--- src/rtl/sp_ram_be_clr_pkg.sv ---
// ----------------------------------------------------------------------------
// sp_ram_be_clr_pkg
// Shared definitions for the byte-enable, self-clearing single-port RAM:
//   - clr_state_t       : clear engine FSM states (IDLE / CLEAR)
//   - WR_MODE_*         : encodings of the write-response selection
//   - bytes_of()        : number of byte lanes in a word
//   - rd_latency_legal(): legal read latencies (1 or 2)
// ----------------------------------------------------------------------------
package sp_ram_be_clr_pkg;

   // Clear engine states
   typedef enum logic [0:0] {
      ST_IDLE  = 1'b0,
      ST_CLEAR = 1'b1
   } clr_state_t;

   // Write response selection
   localparam int WR_MODE_READ_FIRST  = 32'sd0;  // response carries the old word
   localparam int WR_MODE_WRITE_FIRST = 32'sd1;  // response carries the merged word

   localparam int BYTE_W = 32'sd8;

   // Number of byte lanes in a word of the given width
   function automatic int bytes_of(input int data_width);
      return data_width / BYTE_W;
   endfunction

   // Only 1- and 2-cycle read latencies are implemented
   function automatic bit rd_latency_legal(input int lat);
      return (lat == 32'sd1) || (lat == 32'sd2);
   endfunction

endpackage

--- src/rtl/sp_ram_be_clr_core.sv ---
// ----------------------------------------------------------------------------
// sp_ram_core
// Plain single-port storage array with byte-lane write enables and a
// combinational read port. The word written is the merge of the current
// word and i_din under i_be, and that merged word is also exported so the
// caller can return it as a write-first response without recomputing it.
//
// Ports:
//   clk      in   clock (rising edge)
//   i_we     in   write strobe
//   i_addr   in   word address (shared by read and write)
//   i_din    in   write data
//   i_be     in   byte-lane enables, bit i covers i_din[8i+7:8i]
//   o_rdata  out  current word at i_addr (before any write on this edge)
//   o_merged out  word that a write at i_addr would store
// ----------------------------------------------------------------------------
module sp_ram_core
   import sp_ram_be_clr_pkg::*;
#(
   parameter int DATA_WIDTH = 16,
   parameter int ADDR_WIDTH = 4
) (
   input  logic                      clk,
   input  logic                      i_we,
   input  logic [ADDR_WIDTH-1:0]     i_addr,
   input  logic [DATA_WIDTH-1:0]     i_din,
   input  logic [DATA_WIDTH/8-1:0]   i_be,
   output logic [DATA_WIDTH-1:0]     o_rdata,
   output logic [DATA_WIDTH-1:0]     o_merged
);

   localparam int NBYTES = bytes_of(DATA_WIDTH);
   localparam int DEPTH  = 32'sd1 << ADDR_WIDTH;

   // Storage is deliberately not reset; the clear engine defines contents.
   logic [DATA_WIDTH-1:0] r_mem [0:DEPTH-1];
   logic [DATA_WIDTH-1:0] w_rdata;
   logic [DATA_WIDTH-1:0] w_merged;

   assign w_rdata  = r_mem[i_addr];
   assign o_rdata  = w_rdata;
   assign o_merged = w_merged;

   // Byte-lane merge of write data into the currently stored word
   always_comb begin
      w_merged = w_rdata;
      for (int i = 0; i < NBYTES; i++) begin
         if (i_be[i]) begin
            w_merged[i*8 +: 8] = i_din[i*8 +: 8];
         end else begin
            w_merged[i*8 +: 8] = w_rdata[i*8 +: 8];
         end
      end
   end

   // Array write port
   always_ff @(posedge clk) begin
      if (i_we) begin
         r_mem[i_addr] <= w_merged;
      end
   end

endmodule

--- src/rtl/sp_ram_be_clr.sv ---
// ----------------------------------------------------------------------------
// sp_ram_be_clr
// Single-port synchronous RAM with byte-lane writes, 1- or 2-cycle read
// latency, read-first / write-first write responses and a clear engine that
// zeroes the array after reset (optional) or on a clr_req pulse.
//
// Ports:
//   clk         in   clock, rising edge
//   rst_n       in   asynchronous active-low reset
//   en          in   access request, accepted only while busy=0
//   wr          in   1 = write, 0 = read
//   addr        in   word address
//   din         in   write data
//   be          in   byte-lane write enables
//   clr_req     in   start a full clear (ignored while clearing)
//   busy        out  clear engine active, accesses dropped
//   dout        out  response data, held between responses
//   dout_valid  out  one-cycle response strobe
// ----------------------------------------------------------------------------
module sp_ram_be_clr
   import sp_ram_be_clr_pkg::*;
#(
   parameter int DATA_WIDTH   = 16,
   parameter int ADDR_WIDTH   = 4,
   parameter int RD_LATENCY   = 1,
   parameter int WR_MODE      = 0,
   parameter int CLR_ON_RESET = 1
) (
   input  logic                      clk,
   input  logic                      rst_n,
   input  logic                      en,
   input  logic                      wr,
   input  logic [ADDR_WIDTH-1:0]     addr,
   input  logic [DATA_WIDTH-1:0]     din,
   input  logic [DATA_WIDTH/8-1:0]   be,
   input  logic                      clr_req,
   output logic                      busy,
   output logic [DATA_WIDTH-1:0]     dout,
   output logic                      dout_valid
);

   localparam int NBYTES = bytes_of(DATA_WIDTH);
   localparam int DEPTH  = 32'sd1 << ADDR_WIDTH;
   // Unsupported latencies fall back to the single-cycle pipeline.
   localparam int LAT    = rd_latency_legal(RD_LATENCY) ? RD_LATENCY : 32'sd1;
   localparam logic [ADDR_WIDTH-1:0] LAST_ADDR = ADDR_WIDTH'(DEPTH - 32'sd1);
   localparam logic                  RST_BUSY  = (CLR_ON_RESET != 32'sd0);

   clr_state_t              r_state;
   logic                    r_busy;
   logic [ADDR_WIDTH-1:0]   r_ptr;
   logic [DATA_WIDTH-1:0]   r_dout;
   logic                    r_dout_valid;

   logic                    w_accept;
   logic                    w_we;
   logic [ADDR_WIDTH-1:0]   w_addr;
   logic [DATA_WIDTH-1:0]   w_din;
   logic [NBYTES-1:0]       w_be;
   logic [DATA_WIDTH-1:0]   w_rdata;
   logic [DATA_WIDTH-1:0]   w_merged;
   logic [DATA_WIDTH-1:0]   w_resp;
   logic                    w_stage_v;
   logic [DATA_WIDTH-1:0]   w_stage_d;

   // A user access is only taken while the clear engine is idle.
   assign w_accept = en & ~r_busy;

   // Clear engine: walks r_ptr over every address, then returns to IDLE.
   // r_busy mirrors the CLEAR state so busy comes straight from a flop.
   always_ff @(posedge clk or negedge rst_n) begin
      if (!rst_n) begin
         r_state <= RST_BUSY ? ST_CLEAR : ST_IDLE;
         r_busy  <= RST_BUSY;
         r_ptr   <= '0;
      end else begin
         case (r_state)
            ST_IDLE: begin
               if (clr_req) begin
                  r_state <= ST_CLEAR;
                  r_busy  <= 1'b1;
               end
               r_ptr <= '0;
            end
            ST_CLEAR: begin
               if (r_ptr == LAST_ADDR) begin
                  r_state <= ST_IDLE;
                  r_busy  <= 1'b0;
                  r_ptr   <= '0;
               end else begin
                  r_ptr   <= r_ptr + ADDR_WIDTH'(1);
               end
            end
            default: begin
               r_state <= ST_IDLE;
               r_busy  <= 1'b0;
               r_ptr   <= '0;
            end
         endcase
      end
   end

   // Array port arbitration: the clear engine owns the port while busy.
   always_comb begin
      if (r_busy) begin
         w_we   = 1'b1;
         w_addr = r_ptr;
         w_din  = '0;
         w_be   = '1;
      end else begin
         w_we   = w_accept & wr;
         w_addr = addr;
         w_din  = din;
         w_be   = be;
      end
   end

   sp_ram_core #(
      .DATA_WIDTH (DATA_WIDTH),
      .ADDR_WIDTH (ADDR_WIDTH)
   ) u_core (
      .clk      (clk),
      .i_we     (w_we),
      .i_addr   (w_addr),
      .i_din    (w_din),
      .i_be     (w_be),
      .o_rdata  (w_rdata),
      .o_merged (w_merged)
   );

   // Response word: reads and read-first writes return the pre-edge word.
   always_comb begin
      if (wr && (WR_MODE == WR_MODE_WRITE_FIRST)) begin
         w_resp = w_merged;
      end else begin
         w_resp = w_rdata;
      end
   end

   // Optional extra pipeline stage for the 2-cycle latency configuration.
   generate
      if (LAT == 32'sd2) begin : g_lat2
         logic                  r_v1;
         logic [DATA_WIDTH-1:0] r_d1;

         // First response stage, captured on the accepting edge
         always_ff @(posedge clk or negedge rst_n) begin
            if (!rst_n) begin
               r_v1 <= 1'b0;
               r_d1 <= '0;
            end else begin
               r_v1 <= w_accept;
               if (w_accept) begin
                  r_d1 <= w_resp;
               end
            end
         end

         assign w_stage_v = r_v1;
         assign w_stage_d = r_d1;
      end else begin : g_lat1
         assign w_stage_v = w_accept;
         assign w_stage_d = w_resp;
      end
   endgenerate

   // Output register; dout only moves when a response is delivered.
   always_ff @(posedge clk or negedge rst_n) begin
      if (!rst_n) begin
         r_dout_valid <= 1'b0;
         r_dout       <= '0;
      end else begin
         r_dout_valid <= w_stage_v;
         if (w_stage_v) begin
            r_dout <= w_stage_d;
         end
      end
   end

   assign busy       = r_busy;
   assign dout       = r_dout;
   assign dout_valid = r_dout_valid;

endmodule
--- config.mk ---
export PLATFORM = sky130hd
export DESIGN_NAME = sp_ram_be_clr
export DESIGN_NICKNAME = d
export VERILOG_FILES = /design/src/rtl/sp_ram_be_clr_pkg.sv /design/src/rtl/sp_ram_be_clr_core.sv /design/src/rtl/sp_ram_be_clr.sv
export SDC_FILE = /design/constraint.sdc
export NUM_CORES = 1
export LEC_CHECK = 0
export ABC_AREA = 0
export CORE_MARGIN = 5
export CORE_UTILIZATION = 60
export DETAILED_ROUTE_END_ITERATION = 16
export PLACE_DENSITY = 0.75
export SYNTH_ARGS = -nofsm -noshare
export SYNTH_HDL_FRONTEND = slang
export SYNTH_SLANG_ARGS = --single-unit
--- constraint.sdc ---
create_clock -name clk -period 3.63 [get_ports clk]
set_input_delay 0.5445 -clock clk [delete_from_list [all_inputs] [get_ports clk]]
set_output_delay 0.5445 -clock clk [all_outputs]
set_load 0.005 [all_outputs]
==> results.ini, run 1 <==
[placed_design]
hpwl_mm = 18.6
dp_cells = 1088
pre_cts_ws_ns = 0.0612
io_buffers = 44
globalplace.congestion = 0.913

[sta]
finClkSkew_ns = 0.0112
slew_viol_final = 0
final-setup-viol-count = 0
setup_slack_ns = 0.254
tightest_slew_ns = 1.17
rsz0062_at_grt = false
hold_viol = 0
setup_tns_ns = 0
max_freq_mhz = 296
finalCritPeriodShare_pct = 93.0
period_minus_slack_ns = 3.38
slew_headroom_pct = 22.3

[floorplan]
start_util_pct = 61.0
dieArea_um2 = 21900
die_x_um = 148
core_area_um2 = 18800
core.rowCount = 50
die_h_um = 148
num_io_pins = 45

[worst_setup_path]
cp-start-kind = flip-flop
cp.arrival_ns = 3.55
crit_path_end_kind = flip-flop
required_ns = 3.80
crit_type = reg -> reg
path_max_fanout = 37

[logic_synthesis]
synthDistinctLibCells = 35
ys_seq_area_share_pct = 72.2
ys_ff_latch = 279
syn_nets = 841
yosys_warnings = 0
syn_inst = 813
syn_area_um2 = 11500
syn_avg_cell_area_um2 = 14.1

[power_and_ir_drop]
power_per_cell_area_nw_per_um2 = 838
switching_share_pct = 34.0
p_sw_mw = 3.84
p_leak_nw = 4.22
internal-power_mw = 7.45
seq_power_share_pct = 41.6
ir_drop_mv = 0.388
power_frac_clock_pct = 25.9
combPwrFrac_pct = 32.5

[grt]
grt_pass1_vias = 8070
top_usage_layer = met2
antenna_found_initial = 0
grt_overflow_total = 0
grt_pass1_wl_mm = 47.7
met2_usage_pct = 45.9
gr-usage-met3_pct = 5.94
use_met1_pct = 38.5
grt_use_total_pct = 28.6
grt_start_max_net_pins = 44

[clock_network]
cts_sinks = 279
cts_tree = built
cts_setup_buffers = 0
htree_levels = 1
clkTransAtPathRegs_ns = 0.06
clockBufferDepth = 3
numCtsBuffers = 27
clk_latency_ns = 0.53
root_buffer = clkbuf_16
cts_hold_buf = 0
post_cts_resized = 0

[finish]
diodes = 0
drive_gt1_share_pct = 18.5
syn2layout_area_growth_pct = 17.6
final_cells = 1138
finalNetCount = 911
fin_util_pct = 71.8
final_common_cell = edfxtp_1
mostFrequentLayoutCells = edfxtp_1, o21ai_0, o21ai_1

[job]
cap_violations = 0

[route]
vias_per_cell = 7.11
avgRoutedWirePerCell_um = 27.7
drt_wl_total_mm = 31.5
drc_errors = 0
drtAntennaViolNets = 0
vias = 8094
first_pass_iters = 5
drt_iter0_drc = 1188

[outcome]
status = finished clean

[worst_hold_path]
hp-class = in -> async

## logic make-up after synthesis
group | Yosys count | synth area share [%]
compound gates | 378 | 19.1
simple gates | 73 | 4.41
fa+ha+maj | 1 | 0.109
buf+inv | 81 | 4.15
flops | 279 | 72.2
xor+xnor | 1 | 0.0765
## power by group through the flow
| stage | Combinational, mW | Sequential, mW | Clock (mW) |
|---|---|---|---|
| floorplan | 2.16 | 4.64 | 0 |
| global placement | 3.43 | 4.72 | 0 |
| detailed placement | 3.55 | 4.74 | 0 |
| CTS | 3.58 | 4.68 | 2.95 |
| global route | 3.88 | 4.73 | 3.09 |
| finish | 3.67 | 4.70 | 2.93 |
## Yosys cell counts
cell	n	area (µm²)
nand4_1	1	6.26
buf_4	4	30.0
a31oi_1	1	6.26
clkbuf_1	20	75.1
nand2_1	18	67.6
nor3b_1	1	7.51
nor3_2	1	10.0
edfxtp_1	256	7690
nor2_1	8	30.0
clkbuf_2	1	5.00
and3_1	2	12.5
o21ai_0	187	936
a41oi_1	64	561
a22oi_1	1	7.51
nor4_2	16	200
nor2b_1	1	6.26
a311oi_1	1	8.76
dfrtp_1	21	526
and3b_1	2	17.5
o21ai_2	10	87.6
and3b_4	1	12.5
nor3b_2	3	37.5
a21oi_1	19	95.1
and2_1	2	12.5
ha_1	1	12.5
a32oi_1	1	8.76
inv_2	1	3.75
nor3_1	17	85.1
o21ai_1	93	465
xnor2_1	1	8.76
dfstp_2	2	52.6
inv_1	6	22.5
buf_2	34	170
a21boi_0	1	7.51
buf_6	15	169
## worst max-delay path, cell delays in order (launching register included)
cell and delay, ns:
dfstp_2 0.82, and3b_2 0.55, buf_12 0.26, o21ai_0 0.13
a41oi_1 0.29, nor4_2 0.10, a21oi_1 0.84
## worst paths after layout
check                      startpoint                 end  slack [ns]  cells after the start
setup / recovery                 busy  u_core.r_mem[7][3]        0.25                      6
hold / removal                  rst_n             dout[6]        0.39                      2
setup reg to reg                 busy  u_core.r_mem[7][3]        0.25                      6
hold reg to reg              dout[10]            dout[10]        0.49                      2
max in group asynchronous       rst_n                busy        2.94                      2
min in group clk             dout[10]            dout[10]        0.49                      2
## routing by layer
layer | wire length, µm | vias up
met5 | 0 | -
met4 | 1450 | 0
met3 | 3980 | 120
met2 | 14800 | 684
met1 | 11200 | 3912
li1 | - | 3378
## through the flow
stage                     total power, mW  instance area [µm²]  hold slack (ns)
final                                11.3                13500            0.392
after global placement               8.16                12500            0.476
after floorplan                      6.80                11500            0.249
after CTS                            11.2                13500            0.389
after detailed placement             8.29                12500            0.481
after global routing                 11.7                13500            0.413
## final cells by class
cell class	instances	area, µm²
multi-input cells	453	2840
repair buffers	115	1110
flip-flops and latches	279	8270
inverters	7	26.3
clock buffers	32	694
clock inverters	18	238
well taps	234	293
fillers	1143	5300
## registers in the layout, indices dropped and copies added (netlist names)
| name | cells |
|---|---|
| u_core.r_mem | 256 |
| dout | 16 |
| r_ptr | 4 |
| busy | 1 |
| dout_valid | 1 |
| r_state | 1 |
No activity file was read; power rests on OpenSTA's default activity.
==> run 2, diff against run 1 <==
CAP_MARGIN = 30   (was not set)
==> results.ini, run 2 (synthesized netlist as in run 1, its figures left out) <==
[outcome]
status = finished clean

[sta]
tightest_slew_ns = 1.09
slew_headroom_pct = 27.6
finalCritPeriodShare_pct = 93.4
period_minus_slack_ns = 3.39
max_freq_mhz = 295
final-setup-viol-count = 0
timing.hold.ws_ns = 0.393
slew_viol_final = 0
rsz0062_at_grt = false
hold_viol = 0
setup_tns_ns = 0
finClkSkew_ns = 0.0199

[grt]
grt_start_max_net_pins = 44
grt_pass1_vias = 7942
use_met1_pct = 38.4
top_usage_layer = met2
antenna_found_initial = 0
grt_overflow_total = 0
gr-usage-met3_pct = 5.85
grt_pass1_wl_mm = 47.4
met2_usage_pct = 45.8
grt_use_total_pct = 28.4

[worst_setup_path]
path_max_fanout = 19
slowest_stage = a21oi_1
slowest_delay_ns = 0.86
rr_worst_depth = 6
crit_end = u_core.r_mem[2][13]
cp.arrival_ns = 3.58
reg2reg_from = busy
cp-start-kind = flip-flop
r2r-end = u_core.r_mem[2][13]
path_cells = and3b_2, buf_4, o21ai_0, a41oi_1, nor4_2, a21oi_1
crit_type = reg -> reg
timing.reg2reg.setup_slack_ns = 0.24
required_ns = 3.82
setup.worst_path.start = busy
crit_path_end_kind = flip-flop

[job]
cap_violations = 0

[clock_network]
cts_tree = built
numCtsBuffers = 27
cts_hold_buf = 0
clockBufferDepth = 3
clk_latency_ns = 0.54
cts_sinks = 279
htree_levels = 1
post_cts_resized = 0
cts_setup_buffers = 0
clkTransAtPathRegs_ns = 0.06
root_buffer = clkbuf_16

[worst_hold_path]
hp-class = in -> async

[finish]
largest_reg_flops = 256
regMostFlops = u_core.r_mem
fillers = 1151
final_common_cell = edfxtp_1
drive_gt1_share_pct = 18.8
finalNetCount = 914
diodes = 0
mostFrequentLayoutCells = edfxtp_1, o21ai_0, o21ai_1
syn2layout_area_growth_pct = 17.6
final_cells = 1140

[placed_design]
hpwl_mm = 18.6
io_buffers = 44
globalplace.congestion = 0.913
dp_cells = 1089

[floorplan]
dieArea_um2 = 21900
num_io_pins = 45
start_util_pct = 61.0
die_h_um = 148
core.rowCount = 50
core_area_um2 = 18800
die_x_um = 148

[power_and_ir_drop]
switching_share_pct = 34.1
ir_drop_mv = 0.371
power_per_cell_area_nw_per_um2 = 832
combPwrFrac_pct = 32.8
p_sw_mw = 3.83
p_leak_nw = 4.23
seq_power_share_pct = 41.9
power_frac_clock_pct = 25.3
internal-power_mw = 7.38

[route]
avgRoutedWirePerCell_um = 27.5
vias_per_cell = 7.10
drtAntennaViolNets = 0
vias = 8093
first_pass_iters = 7
drt_iter0_drc = 1182
drc_errors = 0
drt_wl_total_mm = 31.3

==> run 2: cell types whose count changed in the layout (fill, tap and decap cells not counted), sizes merged <==
cell,previous run,this run
buf,71,74
bufinv,6,4
clkinv,10,8
clkbuf,32,36
clkinvlp,1,0
==> run 2: metal layers <==
layer	vias up	share of wire [%]
li1	3381	-
met1	3964	36
met2	641	47
met3	107	13
met4	0	4.2
met5	-	0
==> run 2: area by class of cell <==
type / instances / area [µm²] / area share [%]
clock buffer: 36 / 739 / 5.49
clock inverter: 13 / 163 / 1.21
inverter: 7 / 26.3 / 0.195
multi-input combinational: 453 / 2840 / 21.1
sequential: 279 / 8270 / 61.4
tap: 234 / 293 / 2.17
timing repair buffer: 118 / 1140 / 8.47
==> run 2: power by group through the flow <==
| stage | sequential, mW | combinational, mW | clock [mW] |
|---|---|---|---|
| floorplan | 4.64 | 2.16 | 0 |
| global placement | 4.72 | 3.43 | 0 |
| detailed placement | 4.74 | 3.56 | 0 |
| CTS | 4.69 | 3.59 | 2.85 |
| global route | 4.73 | 3.91 | 3.00 |
| finish | 4.70 | 3.68 | 2.83 |
==> run 2: how the worst min path moves through the flow <==
stage | from | to | slack, ns
floorplan | rst_n | dout[0] | 0.25
global placement | dout[13] | dout[13] | 0.48
detailed placement | dout[10] | dout[10] | 0.48
CTS | rst_n | dout[13] | 0.39
global route | rst_n | dout[13] | 0.41
finish | rst_n | dout[13] | 0.39
==> run 2: worst max-delay path, delay by kind of cell (launching register included) <==
kind,cells,cell delay (ns)
AOI/OAI and AO/OA,3,1.29
DFF,1,0.82
buffers and inverters,1,0.27
and+or+nand+nor,2,0.65
==> run 2: metrics by stage <==
stage | area [µm²] | util, % | power (mW) | setup WS, ns
4_1_cts | 13500 | 71.7 | 11.1 | 0.308
6_report | 13500 | 71.8 | 11.2 | 0.240
3_3_place_gp | 12500 | 66.8 | 8.16 | 0.278
5_1_grt | 13500 | 71.8 | 11.6 | 0.0549
3_5_place_dp | 12600 | 66.9 | 8.31 | 0.0572
2_1_floorplan | 11500 | - | 6.80 | 0.752
==> run 3, diff against run 2 <==
clock period = 3.5 ns   (was 3.63 ns; I/O delays follow)
==> results.ini, run 3 (synthesized netlist as in run 1, its figures left out) <==
[sta]
finalCritPeriodShare_pct = 93.8
tightest_slew_ns = 1.07
slew_viol_final = 0
final-setup-viol-count = 0
rsz0062_at_grt = false
period_minus_slack_ns = 3.28
hold_viol = 0
slew_headroom_pct = 28.5
setup_tns_ns = 0
finClkSkew_ns = 0.0195
max_freq_mhz = 305

[clock_network]
cts_tree = built
numCtsBuffers = 27
cts_sinks = 279
htree_levels = 1
clk_latency_ns = 0.54
cts_hold_buf = 0
root_buffer = clkbuf_16
clkTransAtPathRegs_ns = 0.06
clockBufferDepth = 3

[floorplan]
die_x_um = 148
core_area_um2 = 18800
die_h_um = 148
num_io_pins = 45
core.rowCount = 50
dieArea_um2 = 21900
start_util_pct = 61.0

[finish]
syn2layout_area_growth_pct = 17.4
mostFrequentLayoutCells = edfxtp_1, o21ai_0, o21ai_1
regMostFlops = u_core.r_mem
fillers = 1126
multi_input_area_um2 = 2850
drive_gt1_share_pct = 19.9
finalNetCount = 922
largest_reg_flops = 256
final_common_cell = edfxtp_1
regArea_um2 = 8270

[placed_design]
globalplace.congestion = 0.898
hpwl_mm = 19.1
io_buffers = 44

[job]
cap_violations = 0

[route]
vias = 8216
vias_per_cell = 7.14
drt_iter0_drc = 1094
drc_errors = 0
drt_wl_total_mm = 31.8
avgRoutedWirePerCell_um = 27.6
first_pass_iters = 5
drtAntennaViolNets = 0

[worst_setup_path]
crit_path_end_kind = flip-flop
rr_worst_depth = 7
r2r-end = u_core.r_mem[5][8]
cp-start-kind = flip-flop
required_ns = 3.76
path_max_fanout = 19
cp.arrival_ns = 3.54
crit_type = reg -> reg
reg2reg_from = busy
timing.reg2reg.setup_slack_ns = 0.22

[power_and_ir_drop]
power_per_cell_area_nw_per_um2 = 859
power.total_mw = 11.5
p_leak_nw = 4.23
ir_drop_mv = 0.449

[worst_hold_path]
hp-class = in -> async

[grt]
grt_pass1_vias = 7907
antenna_found_initial = 0
grt_start_max_net_pins = 37
grt_use_total_pct = 28.7
grt_overflow_total = 0
grt_pass1_wl_mm = 47.7

[outcome]
status = finished clean

run 3: worst max-delay path by stage:
stage | to | from | cells past startpoint | slack (ns)
2_1_floorplan | u_core.r_mem[11][0] | busy | 6 | 0.62
3_3_place_gp | u_core.r_mem[11][8] | addr[2] | 8 | 0.1
3_5_place_dp | u_core.r_mem[9][7] | addr[0] | 7 | 0.05
4_1_cts | u_core.r_mem[12][7] | busy | 6 | 0.31
5_1_grt | u_core.r_mem[5][10] | busy | 5 | 0.15
6_report | u_core.r_mem[5][8] | busy | 7 | 0.22
run 3: stage by stage:
step / utilization [%] / std cells / hold WS [ns] / cell area, µm² / setup slack, ns
2_1_floorplan: - / 813 / 0.229 / 11500 / 0.622
3_3_place_gp: 66.9 / 1098 / 0.470 / 12600 / 0.0975
3_5_place_dp: 67.0 / 1099 / 0.485 / 12600 / 0.0549
4_1_cts: 71.6 / 1149 / 0.378 / 13400 / 0.308
5_1_grt: 71.6 / 1149 / 0.390 / 13400 / 0.152
6_report: 71.6 / 1150 / 0.378 / 13400 / 0.218
run 3: power breakdown:
group          internal [mW]  switching (mW)  total (mW)
clock network           1.63            1.20        2.83
registers               4.61           0.261        4.87
logic                   1.28            2.57        3.85
total                   7.52            4.03        11.5
run 3: layer usage:
layer	vias to the layer above	wire length, µm	GRT usage (%)
li1	3406	-	-
met1	3996	11400	39.4
met2	718	14800	45.3
met3	96	4500	7.56
met4	0	1040	9.88
met5	-	0	0
run 3: repair_timing:
| item | CTS | global route |
|---|---|---|
| buffers inserted | 0 | 0 |
| hold endpoints to repair | 0 | 0 |
| resized for setup | 0 | 1 |
| setup endpoints to repair | 0 | 16 |
run 3: final cells by class:
cell class | count | share of cell area [%]
diodes | 1 | 0.0186
multi-input cells | 453 | 21.2
inverters | 7 | 0.195
repair buffers | 126 | 8.47
flip-flops and latches | 279 | 61.5
clock inverters | 15 | 0.987
clock buffers | 35 | 5.47
well taps | 234 | 2.18
run 3: critical path: stages (launching register included):
cell	delay, ns
dfstp_2	0.84
nor3b_1	0.12
a21oi_2	0.61
buf_4	0.36
a41oi_1	0.10
nor4_2	0.52
a21oi_1	0.21
buf_4	0.23
